===== src/rtl/mem_pkg.sv =====
// Shared definitions for the memory arbiter: widths, block geometry, FSM
// state encoding and fill-target encodings.
package mem_pkg;

  localparam int ADDR_W      = 16;
  localparam int DATA_W      = 16;
  localparam int BLOCK_WORDS = 8;
  localparam int MEM_LAT     = 4;

  // Address split: {block base, word offset, byte-in-word offset}.
  localparam int WORD_W = $clog2(BLOCK_WORDS);
  localparam int BYTE_W = $clog2(DATA_W / 8);
  localparam int BASE_W = ADDR_W - WORD_W - BYTE_W;

  localparam logic [WORD_W-1:0] LAST_WORD = WORD_W'(BLOCK_WORDS - 1);

  localparam logic FILL_SEL_IC = 1'b0;
  localparam logic FILL_SEL_DC = 1'b1;

  typedef enum logic [1:0] {
    ST_IDLE,
    ST_WRITE,
    ST_FILL_ISSUE,
    ST_FILL_DRAIN
  } state_e;

  // Byte address of one word inside a block.
  function automatic logic [ADDR_W-1:0] word_addr(input logic [BASE_W-1:0] base,
                                                  input logic [WORD_W-1:0] word);
    return {base, word, {BYTE_W{1'b0}}};
  endfunction

endpackage


===== src/rtl/mem_arbiter_if.sv =====
// Bundle of cache-side requests, memory bus and fill-steering signals.
// master: the arbiter; slave: caches plus memory model.
interface mem_arbiter_if;
  import mem_pkg::*;

  logic              ic_miss;
  logic [ADDR_W-1:0] ic_miss_addr;
  logic              dc_miss;
  logic [ADDR_W-1:0] dc_miss_addr;
  logic              dc_wr_req;
  logic [ADDR_W-1:0] dc_wr_addr;
  logic [DATA_W-1:0] dc_wr_data;

  logic              mem_en;
  logic              mem_wr;
  logic [ADDR_W-1:0] mem_addr;
  logic [DATA_W-1:0] mem_wdata;
  logic [DATA_W-1:0] mem_rdata;
  logic              mem_rvalid;

  logic              fill_we;
  logic              fill_sel;
  logic [WORD_W-1:0] fill_word;
  logic [DATA_W-1:0] fill_data;
  logic              ic_fill_done;
  logic              dc_fill_done;
  logic              wr_ack;
  logic              stall;

  modport master (
    input  ic_miss, ic_miss_addr, dc_miss, dc_miss_addr,
           dc_wr_req, dc_wr_addr, dc_wr_data, mem_rdata, mem_rvalid,
    output mem_en, mem_wr, mem_addr, mem_wdata,
           fill_we, fill_sel, fill_word, fill_data,
           ic_fill_done, dc_fill_done, wr_ack, stall
  );

  modport slave (
    output ic_miss, ic_miss_addr, dc_miss, dc_miss_addr,
           dc_wr_req, dc_wr_addr, dc_wr_data, mem_rdata, mem_rvalid,
    input  mem_en, mem_wr, mem_addr, mem_wdata,
           fill_we, fill_sel, fill_word, fill_data,
           ic_fill_done, dc_fill_done, wr_ack, stall
  );

endinterface


===== src/rtl/mem_arb_grant.sv =====
// Request select for the memory arbiter. Stores always win; between the two
// miss sources the D-cache wins by default. With MEM_ARB_RR_EN defined the
// miss sources alternate on a tie using a last_grant register that starts
// at the I-cache, so the first tie goes to the D-cache.
module mem_arb_grant
  import mem_pkg::*;
(
`ifdef MEM_ARB_RR_EN
  input  logic clk,
  input  logic rst,
`endif
  input  logic arb_en,
  input  logic dc_wr_req,
  input  logic dc_miss,
  input  logic ic_miss,
  output logic grant_wr,
  output logic grant_dc,
  output logic grant_ic
);

`ifdef MEM_ARB_RR_EN
  logic last_grant_q;
  logic last_grant_d;
  logic dc_wins_tie;

  assign dc_wins_tie = (last_grant_q == FILL_SEL_IC);

  // Remember which miss side was served most recently.
  always_comb begin
    last_grant_d = last_grant_q;
    if (grant_dc) last_grant_d = FILL_SEL_DC;
    else if (grant_ic) last_grant_d = FILL_SEL_IC;
  end

  // last_grant register.
  always_ff @(posedge clk) begin
    if (rst) last_grant_q <= FILL_SEL_IC;
    else     last_grant_q <= last_grant_d;
  end
`else
  logic dc_wins_tie;

  assign dc_wins_tie = 1'b1;
`endif

  // Priority select, only meaningful while the FSM can accept a request.
  always_comb begin
    grant_wr = 1'b0;
    grant_dc = 1'b0;
    grant_ic = 1'b0;
    if (arb_en) begin
      if (dc_wr_req)                 grant_wr = 1'b1;
      else if (dc_miss && ic_miss) begin
        if (dc_wins_tie)             grant_dc = 1'b1;
        else                         grant_ic = 1'b1;
      end
      else if (dc_miss)              grant_dc = 1'b1;
      else if (ic_miss)              grant_ic = 1'b1;
    end
  end

endmodule


===== src/rtl/mem_arbiter.sv =====
// Main-memory arbiter: serialises write-through stores and 8-word I/D block
// fills onto one pipelined memory port, counts in-order returns, steers them
// into the right cache and holds the pipeline stall.
// Optional MEM_ARB_RR_EN: round-robin between the two miss sources.
module mem_arbiter
  import mem_pkg::*;
(
  input  logic          clk,
  input  logic          rst,
  mem_arbiter_if.master bus
);

  state_e            state_q, state_d;
  logic [WORD_W-1:0] issue_cnt_q, issue_cnt_d;
  logic [WORD_W-1:0] ret_cnt_q, ret_cnt_d;
  logic [BASE_W-1:0] base_q, base_d;
  logic              fill_sel_q, fill_sel_d;

  logic grant_wr, grant_dc, grant_ic;

  mem_arb_grant u_grant (
`ifdef MEM_ARB_RR_EN
    .clk       (clk),
    .rst       (rst),
`endif
    .arb_en    (state_q == ST_IDLE),
    .dc_wr_req (bus.dc_wr_req),
    .dc_miss   (bus.dc_miss),
    .ic_miss   (bus.ic_miss),
    .grant_wr  (grant_wr),
    .grant_dc  (grant_dc),
    .grant_ic  (grant_ic)
  );

  // Next-state, counters and all memory/fill outputs.
  // NOTE: every signal written here gets a default first, so no path can leave one unassigned and infer a latch.
  always_comb begin
    state_d          = state_q;
    issue_cnt_d      = issue_cnt_q;
    ret_cnt_d        = ret_cnt_q;
    base_d           = base_q;
    fill_sel_d       = fill_sel_q;
    bus.mem_en       = 1'b0;
    bus.mem_wr       = 1'b0;
    bus.mem_addr     = '0;
    bus.mem_wdata    = '0;
    bus.fill_we      = 1'b0;
    bus.fill_word    = '0;
    bus.fill_data    = '0;
    bus.ic_fill_done = 1'b0;
    bus.dc_fill_done = 1'b0;
    bus.wr_ack       = 1'b0;

    case (state_q)
      ST_IDLE: begin
        issue_cnt_d = '0;
        ret_cnt_d   = '0;
        if (grant_wr) begin
          state_d = ST_WRITE;
        end else if (grant_dc) begin
          state_d    = ST_FILL_ISSUE;
          base_d     = bus.dc_miss_addr[ADDR_W-1 -: BASE_W];
          fill_sel_d = FILL_SEL_DC;
        end else if (grant_ic) begin
          state_d    = ST_FILL_ISSUE;
          base_d     = bus.ic_miss_addr[ADDR_W-1 -: BASE_W];
          fill_sel_d = FILL_SEL_IC;
        end
      end

      ST_WRITE: begin
        bus.mem_en    = 1'b1;
        bus.mem_wr    = 1'b1;
        bus.mem_addr  = bus.dc_wr_addr;
        bus.mem_wdata = bus.dc_wr_data;
        bus.wr_ack    = 1'b1;
        state_d       = ST_IDLE;
      end

      ST_FILL_ISSUE, ST_FILL_DRAIN: begin
        if (state_q == ST_FILL_ISSUE) begin
          bus.mem_en   = 1'b1;
          bus.mem_addr = word_addr(base_q, issue_cnt_q);
          issue_cnt_d  = issue_cnt_q + 1'b1;
          if (issue_cnt_q == LAST_WORD) state_d = ST_FILL_DRAIN;
        end
        // Returns arrive in issue order, so a running count names the word.
        if (bus.mem_rvalid) begin
          bus.fill_we   = 1'b1;
          bus.fill_word = ret_cnt_q;
          bus.fill_data = bus.mem_rdata;
          ret_cnt_d     = ret_cnt_q + 1'b1;
          if (ret_cnt_q == LAST_WORD) begin
            bus.dc_fill_done = (fill_sel_q == FILL_SEL_DC);
            bus.ic_fill_done = (fill_sel_q == FILL_SEL_IC);
            state_d          = ST_IDLE;
          end
        end
      end

      default: state_d = ST_IDLE;
    endcase
  end

  // State, counters, latched block base and fill target.
  // NOTE: sequential state uses non-blocking assignments so every flop samples pre-edge values.
  always_ff @(posedge clk) begin
    if (rst) begin
      state_q     <= ST_IDLE;
      issue_cnt_q <= '0;
      ret_cnt_q   <= '0;
      base_q      <= '0;
      fill_sel_q  <= FILL_SEL_IC;
    end else begin
      state_q     <= state_d;
      issue_cnt_q <= issue_cnt_d;
      ret_cnt_q   <= ret_cnt_d;
      base_q      <= base_d;
      fill_sel_q  <= fill_sel_d;
    end
  end

  assign bus.fill_sel = fill_sel_q;
  assign bus.stall    = (state_q != ST_IDLE) | bus.ic_miss | bus.dc_miss | bus.dc_wr_req;

endmodule

===== src/flat_wrapper.sv =====
// flat-port wrapper written by rule: the top's interface ports become plain ports
module mem_arbiter_flat import mem_pkg::*;
  (clk, rst, bus_ic_miss, bus_ic_miss_addr, bus_dc_miss, bus_dc_miss_addr, bus_dc_wr_req, bus_dc_wr_addr, bus_dc_wr_data, bus_mem_rdata, bus_mem_rvalid, bus_mem_en, bus_mem_wr, bus_mem_addr, bus_mem_wdata, bus_fill_we, bus_fill_sel, bus_fill_word, bus_fill_data, bus_ic_fill_done, bus_dc_fill_done, bus_wr_ack, bus_stall);
  mem_arbiter_if bus_i ();
  input  logic clk;
  input  logic rst;
  input wire logic [$bits(bus_i.ic_miss)-1:0] bus_ic_miss;
  input wire logic [$bits(bus_i.ic_miss_addr)-1:0] bus_ic_miss_addr;
  input wire logic [$bits(bus_i.dc_miss)-1:0] bus_dc_miss;
  input wire logic [$bits(bus_i.dc_miss_addr)-1:0] bus_dc_miss_addr;
  input wire logic [$bits(bus_i.dc_wr_req)-1:0] bus_dc_wr_req;
  input wire logic [$bits(bus_i.dc_wr_addr)-1:0] bus_dc_wr_addr;
  input wire logic [$bits(bus_i.dc_wr_data)-1:0] bus_dc_wr_data;
  input wire logic [$bits(bus_i.mem_rdata)-1:0] bus_mem_rdata;
  input wire logic [$bits(bus_i.mem_rvalid)-1:0] bus_mem_rvalid;
  output wire logic [$bits(bus_i.mem_en)-1:0] bus_mem_en;
  output wire logic [$bits(bus_i.mem_wr)-1:0] bus_mem_wr;
  output wire logic [$bits(bus_i.mem_addr)-1:0] bus_mem_addr;
  output wire logic [$bits(bus_i.mem_wdata)-1:0] bus_mem_wdata;
  output wire logic [$bits(bus_i.fill_we)-1:0] bus_fill_we;
  output wire logic [$bits(bus_i.fill_sel)-1:0] bus_fill_sel;
  output wire logic [$bits(bus_i.fill_word)-1:0] bus_fill_word;
  output wire logic [$bits(bus_i.fill_data)-1:0] bus_fill_data;
  output wire logic [$bits(bus_i.ic_fill_done)-1:0] bus_ic_fill_done;
  output wire logic [$bits(bus_i.dc_fill_done)-1:0] bus_dc_fill_done;
  output wire logic [$bits(bus_i.wr_ack)-1:0] bus_wr_ack;
  output wire logic [$bits(bus_i.stall)-1:0] bus_stall;
  assign bus_i.ic_miss = bus_ic_miss;
  assign bus_i.ic_miss_addr = bus_ic_miss_addr;
  assign bus_i.dc_miss = bus_dc_miss;
  assign bus_i.dc_miss_addr = bus_dc_miss_addr;
  assign bus_i.dc_wr_req = bus_dc_wr_req;
  assign bus_i.dc_wr_addr = bus_dc_wr_addr;
  assign bus_i.dc_wr_data = bus_dc_wr_data;
  assign bus_i.mem_rdata = bus_mem_rdata;
  assign bus_i.mem_rvalid = bus_mem_rvalid;
  assign bus_mem_en = bus_i.mem_en;
  assign bus_mem_wr = bus_i.mem_wr;
  assign bus_mem_addr = bus_i.mem_addr;
  assign bus_mem_wdata = bus_i.mem_wdata;
  assign bus_fill_we = bus_i.fill_we;
  assign bus_fill_sel = bus_i.fill_sel;
  assign bus_fill_word = bus_i.fill_word;
  assign bus_fill_data = bus_i.fill_data;
  assign bus_ic_fill_done = bus_i.ic_fill_done;
  assign bus_dc_fill_done = bus_i.dc_fill_done;
  assign bus_wr_ack = bus_i.wr_ack;
  assign bus_stall = bus_i.stall;
  mem_arbiter u_core (.clk(clk), .rst(rst), .bus(bus_i));
endmodule

===== config.mk =====
export PLATFORM = sky130hd
export DESIGN_NAME = mem_arbiter_flat
export DESIGN_NICKNAME = d
export VERILOG_FILES = /design/src/rtl/mem_pkg.sv /design/src/rtl/mem_arbiter_if.sv /design/src/rtl/mem_arb_grant.sv /design/src/rtl/mem_arbiter.sv /design/src/flat_wrapper.sv
export SDC_FILE = /design/constraint.sdc
export NUM_CORES = 1
export LEC_CHECK = 0
export CORE_ASPECT_RATIO = 0.9
export CORE_MARGIN = 2
export CORE_UTILIZATION = 36
export CTS_BUF_LIST = sky130_fd_sc_hd__clkbuf_4 sky130_fd_sc_hd__clkbuf_8
export CTS_CLUSTER_SIZE = 24
export DETAILED_ROUTE_END_ITERATION = 16
export PLACE_DENSITY_LB_ADDON = 0.25
export SETUP_SLACK_MARGIN = 0.4
export SYNTH_ARGS = -nofsm -noshare
export SYNTH_HDL_FRONTEND = slang
export SYNTH_HIERARCHICAL = 1
export SYNTH_SLANG_ARGS = --single-unit

===== constraint.sdc =====
create_clock -name clk -period 5.4 [get_ports clk]
set_input_delay 0.81 -clock clk [delete_from_list [all_inputs] [get_ports clk]]
set_output_delay 0.81 -clock clk [all_outputs]
set_load 0.05 [all_outputs]

==> insert_results.sql <==
INSERT INTO impl_metrics (metric_group, metric, value, unit) VALUES
('outcome', 'outcome', 'completed', ''),
('routing', 'wire_per_inst', '14.1', 'µm'),
('grt', 'initial_antenna_violation_count', '0', ''),
('routing', 'antenna_violating_nets_left', '0', ''),
('cts', 'worst_skew_pair.late_latency', '0.26', 'ns'),
('sta', 'achievable_freq', '255', 'MHz'),
('cts', 'tritoncts', 'done', ''),
('sta', 'timing.final.crit_period', '3.92', 'ns'),
('cts', 'clk_pin_slew_worst_paths', '0.08', 'ns'),
('cts', 'cts-htree-levels', '1', ''),
('cts', 'cts_sinks', '21', ''),
('critical_path', 'crit_fanout', '26', ''),
('sta', 'final-max-slew-violation-count', '0', ''),
('die', 'rows', '23', ''),
('sta', 'fin_worst_skew', '0.00286', 'ns'),
('logic_synthesis', 'synthDominantAreaCellType', 'dfxtp_1', ''),
('grt', 'globalRouteTotalUtil', '0.203', ''),
('grt', 'global_route.usage.met1', '0.232', ''),
('critical_path', 'cp-endpoint', 'bus_dc_fill_done', ''),
('logic_synthesis', 'synthesis.yosys.warnings', '6', ''),
('logic_synthesis', 'average_instance_area_after_synthesis', '8.54', 'µm²'),
('final_layout', 'n_fill_cell', '398', ''),
('sta', 'final.setup.tns', '0', 'ns'),
('place', 'hpwl', '4190', 'µm'),
('sta', 'setup_viol', '0', ''),
('final_layout', 'final_common_cell', 'clkdlybuf4s50_1', ''),
('critical_path', 'critical_path.startpoint_type', 'flip-flop', ''),
('power', 'leakagePower', '0.00110', 'µW'),
('die', 'die_h', '69.5', 'µm'),
('logic_synthesis', 'synth_cells', '201', ''),
('sta', 'grt_setup_unrepaired', 'no', ''),
('critical_path', 'rrSetupSlack', '2.34', 'ns'),
('die', 'starting_density_of_the_core', '0.380', ''),
('critical_path', 'crit_required', '4.59', 'ns'),
('cts', 'numCtsBuffers', '3', ''),
('critical_path', 'endpoint_of_the_worst_slack_reg_to_reg_timing_path', 'u_core/base_q[1]', ''),
('critical_path', 'ff2ff_path_depth', '6', ''),
('final_layout', 'layout.nets', '417', ''),
('routing', 'via_per_inst', '4.87', ''),
('die', 'io_pins', '145', ''),
('flow_run', 'drv.max_cap_violation_count', '0', ''),
('final_layout', 'commonest_cells_after_routing_fill_and_taps_aside', 'clkdlybuf4s50_1 (136), and2_1 (38), dfxtp_1 (21)', ''),
('grt', 'groute.layer.met2.usage', '0.386', ''),
('sta', 'final_min_period_over_clock_period', '0.726', ''),
('routing', 'routed_wirelength', '5410', 'µm'),
('logic_synthesis', 'synth.area.top_cells', 'dfxtp_1 (24%), and2_1 (14%), mux2i_1 (7.0%)', ''),
('die', 'die_area', '5340', 'µm²'),
('sta', 'hold_violations', '0', ''),
('logic_synthesis', 'yosysTopAreaCellShare', '0.245', ''),
('cts', 'clock_root_cell', 'clkbuf_8', ''),
('cts', 'post_cts_repair_setup_buffers', '0', ''),
('sta', 'relSlewSlack', '0.301', ''),
('final_layout', 'postLayoutCellArea', '3080', 'µm²'),
('critical_path', 'worst-endpoint-arrival', '3.11', 'ns'),
('sta', 'hold_ws', '0.500', 'ns'),
('routing', 'route.vias.total', '1869', ''),
('sta', 'worst_max_slew_pin_slew', '1.04', 'ns'),
('grt', 'grt_pass1_wl', '8980', 'µm'),
('grt', 'met3_usage', '0.0469', ''),
('grt', 'grt.busiest_layer', 'met2', ''),
('cts', 'cts.path.max_buffers', '2', ''),
('logic_synthesis', 'syn-num-nets', '295', ''),
('die', 'placeableCoreArea', '4520', 'µm²'),
('final_layout', 'drive_gt1_frac', '0.0932', ''),
('routing', 'drtIter0Drc', '82', ''),
('cts', 'cts_hold_buffers', '0', ''),
('place', 'finalWeightedCongestion', '0.765', ''),
('logic_synthesis', 'synth.ff_latch_count', '21', ''),
('logic_synthesis', 'sequential_fraction_of_the_synthesis_area', '0.245', ''),
('critical_path', 'crit-reg2reg-launch', 'u_core/state_q[1]', ''),
('logic_synthesis', 'netlist-cell-type-count', '37', '');
## stage by stage
stage / cells / setup slack (ns) / utilization
CTS: 384 / 1.49 / 0.681
global placement: 380 / 1.72 / 0.670
finish: 384 / 1.48 / 0.681
floorplan: 201 / 2.52 / -
detailed placement: 380 / 1.72 / 0.670
global route: 384 / 1.18 / 0.681
## cell usage after synthesis
cell,number
buf_12,1
clkbuf_1,8
and4bb_2,1
ha_1,8
nor2b_4,1
buf_4,4
o21a_1,1
or4_1,1
and2_2,1
o221ai_1,2
buf_2,3
nand2b_1,3
or2_4,1
mux2i_1,12
nor3_2,1
or3b_1,1
and3b_2,1
a211oi_2,8
nor2_1,19
a21bo_2,1
nor2_2,1
nand3b_1,3
nand2_1,5
a211o_1,1
a211oi_1,4
a22oi_1,15
or2_1,1
buf_6,3
a221oi_2,1
nand3_1,3
dfxtp_1,21
and2_1,38
o32ai_1,1
inv_1,3
a21oi_1,13
a21oi_2,9
and3_1,1
## per-layer routing
layer  vias to the layer above  share of wire
li1                        950              -
met1                       854           0.39
met2                        61           0.54
met3                         4          0.059
met4                         0         0.0054
met5                         -              0
## power breakdown
group | switching [µW] | leakage, µW | internal (µW)
clock network | 52.1 | 0.0000262 | 57.6
registers | 11.6 | 0.000171 | 168
logic | 173 | 0.000902 | 131
total | 237 | 0.00110 | 357
## flip-flops by register name, summed over array words and instances (netlist names)
signal and cells:
u_core/ret_cnt_q 3, u_core/bus.fill_sel 1, u_core/base_q 12, u_core/issue_cnt_q 3, u_core/state_q 2
## how the worst min path moves through the flow
stage | from | endpoint | slack (ns) | cells after the start
floorplan | u_core/ret_cnt_q[1] | u_core/ret_cnt_q[1] | 0.46 | 2
global placement | u_core/ret_cnt_q[1] | u_core/ret_cnt_q[1] | 0.48 | 2
detailed placement | u_core/ret_cnt_q[1] | u_core/ret_cnt_q[1] | 0.49 | 2
CTS | u_core/ret_cnt_q[1] | u_core/ret_cnt_q[1] | 0.50 | 2
global route | u_core/ret_cnt_q[1] | u_core/ret_cnt_q[1] | 0.52 | 2
finish | u_core/ret_cnt_q[1] | u_core/ret_cnt_q[1] | 0.50 | 2
## cells by family after synthesis
group,Yosys count,synth area share
multiplexers,12,0.0700
flip-flops,21,0.245
adder cells (fa/ha/maj),8,0.0583
AO/OA/AOI/OAI,56,0.265
AND/OR/NAND/NOR,82,0.281
buffers and inverters,22,0.0816
## worst max-delay path: stages (launching register included)
cell	delay, ns
dfxtp_1	0.48
ha_1	0.81
o21a_1	0.54
and3_1	0.22
clkdlybuf4s50_1	0.80
## cell type report
class | count | area, µm² | share of cell area
sequential | 21 | 420 | 0.137
inverter | 3 | 11.3 | 0.00366
clock buffer | 4 | 48.8 | 0.0159
multi-input combinational | 158 | 1160 | 0.376
tap | 62 | 77.6 | 0.0252
timing repair buffer | 136 | 1360 | 0.443
No activity file was read; power rests on OpenSTA's default activity.
